--- src/rtl/dcache_bypass_bridge_pkg.sv ---
// Shared types and encodings for the dcache bypass bridge.
// Optional build macro: DCACHE_BYPASS_WR_ACK_EN (adds the write-ack wait states).
package dcache_bypass_bridge_pkg;

`ifdef DCACHE_BYPASS_WR_ACK_EN
   typedef enum logic [2:0] {
      IDLE, P0_REQ, P0_WAIT, P1_REQ, P1_WAIT, DONE, P0_WWAIT, P1_WWAIT
   } bypass_state_t;
`else
   typedef enum logic [2:0] {
      IDLE, P0_REQ, P0_WAIT, P1_REQ, P1_WAIT, DONE
   } bypass_state_t;
`endif

   localparam logic [2:0] OP_READ      = 3'b000;
   localparam logic [2:0] OP_WRITE     = 3'b001;
   localparam int         OP_CACOP_BIT = 2;
   localparam int         OP_WE_BIT    = 0;

   localparam logic [1:0] SIZE_BYTE = 2'd0;
   localparam logic [1:0] SIZE_HALF = 2'd1;
   localparam logic [1:0] SIZE_WORD = 2'd2;

   localparam logic [2:0] TYPE_BYTE = 3'b000;
   localparam logic [2:0] TYPE_HALF = 3'b001;
   localparam logic [2:0] TYPE_WORD = 3'b010;

   // Bus transfer type is the access size with a zero top bit.
   function automatic logic [2:0] size_to_type(input logic [1:0] size);
      case (size)
         SIZE_BYTE: return TYPE_BYTE;
         SIZE_HALF: return TYPE_HALF;
         SIZE_WORD: return TYPE_WORD;
         default:   return {1'b0, size};
      endcase
   endfunction

endpackage

--- src/rtl/dcache_bypass_bridge.sv ---
// dcache_bypass_bridge: cacheless responder on the dcache request interface.
// Each accepted p0/p1 request is serialised into single-beat reads/writes on
// the SRAM-like bridge port; one data_ok pulse per accepted request.
// Optional build macro: DCACHE_BYPASS_WR_ACK_EN adds wr_ack and makes writes
// non-posted (wait in P0_WWAIT/P1_WWAIT for wr_ack).
//
// state    | meaning
// IDLE     | addr_ok high, waiting for p0_valid/p1_valid
// P0_REQ   | presenting port 0 access, waiting for rd_rdy/wr_rdy
// P0_WAIT  | port 0 read issued, waiting for ret_valid
// P1_REQ   | presenting port 1 access, waiting for rd_rdy/wr_rdy
// P1_WAIT  | port 1 read issued, waiting for ret_valid
// DONE     | data_ok pulse, back to IDLE next cycle
// P0_WWAIT | (ack build) port 0 write accepted, waiting for wr_ack
// P1_WWAIT | (ack build) port 1 write accepted, waiting for wr_ack
module dcache_bypass_bridge
   import dcache_bypass_bridge_pkg::*;
#(
   parameter int TAG_W    = 20,
   parameter int INDEX_W  = 8,
   parameter int OFFSET_W = 4
) (
   input  logic                clk,
   input  logic                reset,
   input  logic                p0_valid,
   input  logic                p1_valid,
   input  logic [2:0]          op,
   input  logic [TAG_W-1:0]    tag,
   input  logic [INDEX_W-1:0]  index,
   input  logic [OFFSET_W-1:0] p0_offset,
   input  logic [OFFSET_W-1:0] p1_offset,
   input  logic [3:0]          p0_wstrb,
   input  logic [3:0]          p1_wstrb,
   input  logic [31:0]         p0_wdata,
   input  logic [31:0]         p1_wdata,
   input  logic [1:0]          p0_size,
   input  logic [1:0]          p1_size,
   input  logic                uncached,
   output logic                addr_ok,
   output logic                data_ok,
   output logic [31:0]         p0_rdata,
   output logic [31:0]         p1_rdata,
   output logic                rd_req,
   output logic [2:0]          rd_type,
   output logic [31:0]         rd_addr,
   input  logic                rd_rdy,
   input  logic                ret_valid,
   input  logic                ret_last,
   input  logic [31:0]         ret_data,
   output logic                wr_req,
   output logic [2:0]          wr_type,
   output logic [31:0]         wr_addr,
   output logic [3:0]          wr_wstrb,
   output logic [31:0]         wr_data,
   input  logic                wr_rdy
`ifdef DCACHE_BYPASS_WR_ACK_EN
   ,
   input  logic                wr_ack
`endif
);

   bypass_state_t         state;
   bypass_state_t         after_p0;
   logic [2:0]            op_q;
   logic [TAG_W-1:0]      tag_q;
   logic [INDEX_W-1:0]    index_q;
   logic [OFFSET_W-1:0]   p0_offset_q, p1_offset_q;
   logic [3:0]            p0_wstrb_q, p1_wstrb_q;
   logic [31:0]           p0_wdata_q, p1_wdata_q;
   logic [1:0]            p0_size_q, p1_size_q;
   logic                  p0_valid_q, p1_valid_q;
   logic                  cur_p1, in_req, is_write, is_read;
   logic [1:0]            cur_size;
   logic                  unused_bits;

   // Bus outputs are decoded from registered state and latches only, so they
   // stay stable for as long as a request is held without rdy.
   assign cur_p1    = (state == P1_REQ);
   assign in_req    = (state == P0_REQ) || (state == P1_REQ);
   assign is_write  = (op_q[OP_WE_BIT] == OP_WRITE[OP_WE_BIT]);
   assign is_read   = (op_q[OP_WE_BIT] == OP_READ[OP_WE_BIT]);
   assign cur_size  = cur_p1 ? p1_size_q : p0_size_q;
   assign after_p0  = p1_valid_q ? P1_REQ : DONE;

   assign addr_ok   = (state == IDLE);
   assign data_ok   = (state == DONE);
   assign rd_req    = in_req && is_read;
   assign wr_req    = in_req && is_write;
   assign rd_addr   = {tag_q, index_q, cur_p1 ? p1_offset_q : p0_offset_q};
   assign rd_type   = size_to_type(cur_size);
   assign wr_addr   = rd_addr;
   assign wr_type   = rd_type;
   assign wr_wstrb  = cur_p1 ? p1_wstrb_q : p0_wstrb_q;
   assign wr_data   = cur_p1 ? p1_wdata_q : p0_wdata_q;

   // Every access goes to the bus and beats are single, so these carry no information.
   assign unused_bits = ^{uncached, ret_last, op_q[2:1], p0_valid_q};

   // Request latching, sequencing of the p0/p1 bus accesses and read-data capture.
   always_ff @(posedge clk or posedge reset) begin
      if (reset) begin
         state       <= IDLE;
         op_q        <= '0;
         tag_q       <= '0;
         index_q     <= '0;
         p0_offset_q <= '0;
         p1_offset_q <= '0;
         p0_wstrb_q  <= '0;
         p1_wstrb_q  <= '0;
         p0_wdata_q  <= '0;
         p1_wdata_q  <= '0;
         p0_size_q   <= '0;
         p1_size_q   <= '0;
         p0_valid_q  <= 1'b0;
         p1_valid_q  <= 1'b0;
         p0_rdata    <= '0;
         p1_rdata    <= '0;
      end else begin
         case (state)
            IDLE: begin
               if (p0_valid || p1_valid) begin
                  op_q        <= op;
                  tag_q       <= tag;
                  index_q     <= index;
                  p0_offset_q <= p0_offset;
                  p1_offset_q <= p1_offset;
                  p0_wstrb_q  <= p0_wstrb;
                  p1_wstrb_q  <= p1_wstrb;
                  p0_wdata_q  <= p0_wdata;
                  p1_wdata_q  <= p1_wdata;
                  p0_size_q   <= p0_size;
                  p1_size_q   <= p1_size;
                  p0_valid_q  <= p0_valid;
                  p1_valid_q  <= p1_valid;
                  if (op[OP_CACOP_BIT])
                     state <= DONE;
                  else if (p0_valid)
                     state <= P0_REQ;
                  else
                     state <= P1_REQ;
               end
            end
            P0_REQ: begin
               if (is_write) begin
                  if (wr_rdy) begin
`ifdef DCACHE_BYPASS_WR_ACK_EN
                     state <= P0_WWAIT;
`else
                     state <= after_p0;
`endif
                  end
               end else if (rd_rdy) begin
                  state <= P0_WAIT;
               end
            end
            P0_WAIT: begin
               if (ret_valid) begin
                  p0_rdata <= ret_data;
                  state    <= after_p0;
               end
            end
            P1_REQ: begin
               if (is_write) begin
                  if (wr_rdy) begin
`ifdef DCACHE_BYPASS_WR_ACK_EN
                     state <= P1_WWAIT;
`else
                     state <= DONE;
`endif
                  end
               end else if (rd_rdy) begin
                  state <= P1_WAIT;
               end
            end
            P1_WAIT: begin
               if (ret_valid) begin
                  p1_rdata <= ret_data;
                  state    <= DONE;
               end
            end
`ifdef DCACHE_BYPASS_WR_ACK_EN
            P0_WWAIT: if (wr_ack) state <= after_p0;
            P1_WWAIT: if (wr_ack) state <= DONE;
`endif
            DONE:    state <= IDLE;
            default: state <= IDLE;
         endcase
      end
   end

endmodule

--- config.mk ---
export PLATFORM = sky130hd
export DESIGN_NAME = dcache_bypass_bridge
export DESIGN_NICKNAME = d
export VERILOG_FILES = /design/src/rtl/dcache_bypass_bridge_pkg.sv /design/src/rtl/dcache_bypass_bridge.sv
export SDC_FILE = /design/constraint.sdc
export NUM_CORES = 1
export LEC_CHECK = 0
export ABC_AREA = 1
export BUFFER_PORTS_ARGS = -buffer_cell sky130_fd_sc_hd__buf_2
export CORE_MARGIN = 10
export CORE_UTILIZATION = 48
export DETAILED_ROUTE_END_ITERATION = 16
export PLACE_DENSITY = 0.8
export SKIP_CTS_REPAIR_TIMING = 1
export SLEW_MARGIN = 10
export SYNTH_ARGS = -nofsm -noshare
export SYNTH_HDL_FRONTEND = slang
export SYNTH_SLANG_ARGS = --single-unit
--- constraint.sdc ---
create_clock -name clk -period 7.9 [get_ports clk]
set_input_delay 2.37 -clock clk [delete_from_list [all_inputs] [get_ports clk]]
set_output_delay 2.37 -clock clk [all_outputs]
set_load 0.03 [all_outputs]
Word-level counts from Yosys, hierarchy flattened
Cells that the tools add are included.
{"block": "word_totals", "regBits": 181, "out_inout_bits": 174, "wordCells": 58}
{"block": "op_classes", "n_eq_ne": 14, "n_mux": 18, "n_bitwise": 1, "reduce_logical": 10}
{"cell": "$mux 3", "count": 11}
{"cell": "$mux 32", "count": 1}
{"cell": "$pmux 3 s5", "count": 1}
{"cell": "$ne 3x3->1 const B", "count": 4}
{"cell": "$mux 4", "count": 2}
{"cell": "$reduce_and 7->1", "count": 1}
{"cell": "$eq 3x2->1 const B", "count": 2}
{"cell": "$eq 3x3->1 const B", "count": 2}
{"cell": "$pmux 2 s3", "count": 1}
{"cell": "$reduce_and 2->1", "count": 3}
{"cell": "$mux 2", "count": 2}
{"cell": "$ne 2x2->1 const B", "count": 2}
{"cell": "$eq 3x1->1 const B", "count": 1}
{"cell": "$logic_not 3->1", "count": 1}
{"cell": "$eq 2x1->1 const B", "count": 1}
{"cell": "$eq 2x2->1 const B", "count": 1}
{"cell": "$logic_and 1x1->1", "count": 2}
{"cell": "$logic_not 2->1", "count": 1}
{"cell": "$logic_or 1x1->1", "count": 2}
{"cell": "$ne 2x1->1 const B", "count": 1}
{"cell": "$not 1->1", "count": 1}

Logic depth before layout (Yosys ltp)
{"block": "depth", "depth_word": 4, "mapped_depth": 8, "depth_no_buf": 8}

Least setup slack after synthesis
OpenSTA, ideal clock, no wires.
{"block": "synth_path", "path_kind": "reg2out", "from": "register state[2]", "to": "output port wr_addr[0]", "arrival_time_ns": 2.070, "required_time_ns": 5.530, "path_slack_ns": 3.460, "stages_incl_launch_ff": 7, "n_path_buf": 3, "path_cell_list": "dfrtp_1 -> inv_2 -> nand3_2 -> buf_4 -> buf_2 -> o21ai_0 -> buf_4"}
{"block": "synth_between", "elab_chain_len": 2}
{"item": "from (decl)", "line_no": "dcache_bypass_bridge.sv:62", "rtl": "bypass_state_t state;"}
{"item": "from (signal assigned)", "line_no": "dcache_bypass_bridge.sv:149", "rtl": "state <= after_p0;"}
{"item": "from (signal assigned)", "line_no": "dcache_bypass_bridge.sv:159", "rtl": "state <= after_p0;"}
{"item": "$eq 3x2->1", "line_no": "dcache_bypass_bridge.sv:78", "rtl": "assign cur_p1 = (state == P1_REQ);"}
{"item": "$mux 4", "line_no": "dcache_bypass_bridge.sv:89", "rtl": "assign rd_addr = {tag_q, index_q, cur_p1 ? p1_offset_q : p0_offset_q};"}
{"item": "to (decl)", "line_no": "dcache_bypass_bridge.sv:52", "rtl": "output logic [31:0] wr_addr,"}
Every way passes these cells.

Worst setup path in the final report
{"block": "layout_path", "from": "register state[2]", "to": "output port wr_data[23]"}
{"block": "layout_between", "elab_chain_len": 2}
{"item": "$eq 3x2->1", "line_no": "dcache_bypass_bridge.sv:78"}
{"item": "$mux 32", "line_no": "dcache_bypass_bridge.sv:94", "rtl": "assign wr_data = cur_p1 ? p1_wdata_q : p0_wdata_q;"}
{"item": "to (decl)", "line_no": "dcache_bypass_bridge.sv:54", "rtl": "output logic [31:0] wr_data,"}
Every way passes these cells.

==> out/qor.csv <==
stage,metric,value,unit
pwr,maximum vdd ir drop,0.3109,mV
route,initial DRC count,449,
global_route,first-pass GRT wire length,35460,µm
cts,Clock Pin Slew Worst Setup and Hold Paths,70,ps
synthesis,Synth area leader,dfrtp_1,
layout,fin cells,1377,
cts,"Clk Latency, worst-skew pair",420,ps
sta,period utilization,59.06,%
worst_hold_path,beginning of the worst hold path,p1_wdata_q[17],
route,"antenna viol nets, final",0,
setup_path,Setup crit end kind,primary output,
cts,root buffer cell,clkbuf_16,
layout,Finished Cell Area,0.009978,mm²
layout,Final nets,1298,
setup_path,reg2reg path depth,7,
layout,P&R area growth vs syn,24.73,%
die,Ports,330,
run,max cap viols,0,
die,die span in x,149.1,µm
cts,H-tree Lvls,4,
sta,setup TNS,0,ps
die,Initial Util,48.59,%
placed_design,Post-DP HPWL,16550,µm
global_route,pin count of the biggest net entering global routing,107,
worst_hold_path,Hold Crit Class,register to register,
route,mean routed wirelength per cell,16.60,µm
pwr,LEAKAGE,5.712,nW
cts,Num CTS Buffers,17,
setup_path,RR Startpoint,state[0],
synthesis,synth top area cells,"dfrtp_1 57%, nand2_1 14%, nand3_1 7.5%, mux2_2 5.1%, buf_4 3.8%",
synthesis,area share of the largest cell type after synthesis,56.62,%
placed_design,gpl congestion,0.8241,
layout,layout cells sized above 1,35.50,%
synthesis,Cells after Synth,880,
die,Die Y,149.1,µm
synthesis,"Seq/Total Area, Yosys",56.62,%
route,Vias,6767,
synthesis,"Cell Area, Synth",0.008000,mm²
setup_path,crit path DAT,2300,ps
cts,Clock Tree Buf Depth,2,
sta,Least-Margin Pin Slew,1140,ps
sta,"Setup violations, final",0,
sta,Final Hold Viols,0,
synthesis,synthesized flop and latch total,181,
global_route,Overflow after GRT,0,
placed_design,Port Buffers,324,
die,total die area,0.02223,mm²
sta,unrepaired setup endpoints after global routing,false,
route,Vias/cell,4.914,
global_route,antenna violations before repair,3,
status,run status,"complete, no violations",
setup_path,Worst R2R End,p1_wstrb_q[2],
route,DRC,0,
worst_hold_path,Hold Crit Depth,2,
sta,Slew HR,23.97,%
synthesis,Mean Syn Cell Area,9.091,µm²
placed_design,placed cell areas,0.009355,mm²
pwr,PD cells,495.5,mW/mm²
sta,Min Hold Slack,468.4,ps
cts,clock sink total,181,
setup_path,Worst Setup Start Kind,register,
synthesis,Yosys cell types,29,
synthesis,synth warn,0,
die,total core area,0.01647,mm²
placed_design,dpl cells,1343,
sta,fin. max-slew vios,0,
sta,Worst Skew,9.726,ps
setup_path,CP required,5530,ps
route,Pre-Repair DR Iteration Count,5,
sta,Tmin final,4666,ps
setup_path,Worst Setup SP,state[2],
setup_path,Max Fanout on Critical Path,49,
global_route,Total GRT Usage,19.76,%
sta,fmax,0.2143,GHz
die,cell row count,47,
setup_path,R2R setup slack,5410,ps
global_route,number of global-route vias before repair,6879,
setup_path,CP Class,register to primary output,
cts,CTS tree,built,
worst_hold_path,WHS Endpoint,p1_wdata_q[17],
route,drt total wl,22860,µm
==> cell usage after synthesis (all sizes together) <==
| cell type | number |
|---|---|
| o22ai | 1 |
| nor3 | 2 |
| clkbuf | 21 |
| a31oi | 1 |
| dfrtp | 181 |
| inv | 52 |
| buf | 67 |
| nand4 | 1 |
| mux2 | 36 |
| nor2 | 17 |
| a21oi | 7 |
| o21ai | 70 |
| conb | 1 |
| nand2 | 300 |
| nand3 | 123 |
==> worst max-delay path by stage <==
stage | end | depth (start not counted)
detailed placement | rd_addr[3] | 5
global route | wr_addr[3] | 5
global placement | rd_addr[3] | 5
CTS | rd_addr[3] | 5
floorplan | index_q[0] | 1
finish | wr_data[23] | 5
==> routing by layer <==
| metal | vias to the layer above | wire, µm | GRT usage, % |
|---|---|---|---|
| li1 | 3309 | - | - |
| met3 | 34 | 2505 | 8.799 |
| met1 | 3151 | 8820 | 22.78 |
| met5 | - | 21 | 0 |
| met2 | 269 | 11110 | 32.27 |
| met4 | 4 | 395 | 6.428 |
==> cell families after synthesis <==
| logic type | synth area share [%] |
|---|---|
| simple gates | 23.37 |
| flops | 56.62 |
| mux | 5.067 |
| compound gates | 4.973 |
| buf+inv | 9.931 |
| other cells | 0.04687 |
==> flip-flops by register name, summed over array words and instances, names as in the netlist <==
name / cells
p1_wdata_q: 32
p1_rdata: 32
p0_offset_q: 4
state: 3
p0_rdata: 32
op_q: 1
p0_wstrb_q: 4
p0_size_q: 2
p0_wdata_q: 32
p1_wstrb_q: 4
index_q: 8
tag_q: 20
p1_offset_q: 4
p1_size_q: 2
p1_valid_q: 1
==> per-stage QoR <==
step | setup slack (ps) | util (%) | total power, mW
after floorplan | 614.7 | - | 3.534
after detailed placement | 3687 | 56.82 | 4.124
final | 3234 | 60.60 | 4.945
after CTS | 3219 | 60.57 | 5.001
after global routing | 3128 | 60.59 | 5.285
after global placement | 3672 | 56.82 | 4.056
==> layout by cell type, fill, tap and decap left out, types with 2 or more instances in the layout <==
cell type / instances
nand2_1: 298
inv_6: 3
nor2_1: 15
nor3_1: 2
diode_2: 2
mux2_2: 36
nor2_4: 2
buf_2: 324
inv_1: 47
dfrtp_1: 181
clkinv_4: 2
inv_8: 3
o21ai_0: 38
clkinv_2: 2
nand3_1: 120
conb_1: 2
o21ai_1: 32
inv_2: 2
buf_4: 6
nand3_2: 2
a21oi_1: 7
clkinv_8: 5
clkbuf_16: 17
==> critical path, stage by stage (launching register included) <==
cell and delay [ps]:
dfrtp_1 490, inv_2 140, nand3_2 80, buf_4 490
mux2_2 420, buf_2 190
==> cell type report <==
cell class              count  area, µm²
well taps                 220      275.3
clock inverters            15      192.7
diodes                      2      5.005
inverters                  52      203.9
multi-input cells         560       2680
repair buffers            330       1667
fillers                  1442       6487
clock buffers              17      425.4
flip-flops and latches    181       4529
==> where the power goes <==
part | switching (mW) | total (mW) | internal (mW)
combinational | 1.76 | 2.47 | 0.704
sequential | 0.251 | 1.62 | 1.37
clock | 0.405 | 0.862 | 0.457
Power figures use the tool's default switching activity.
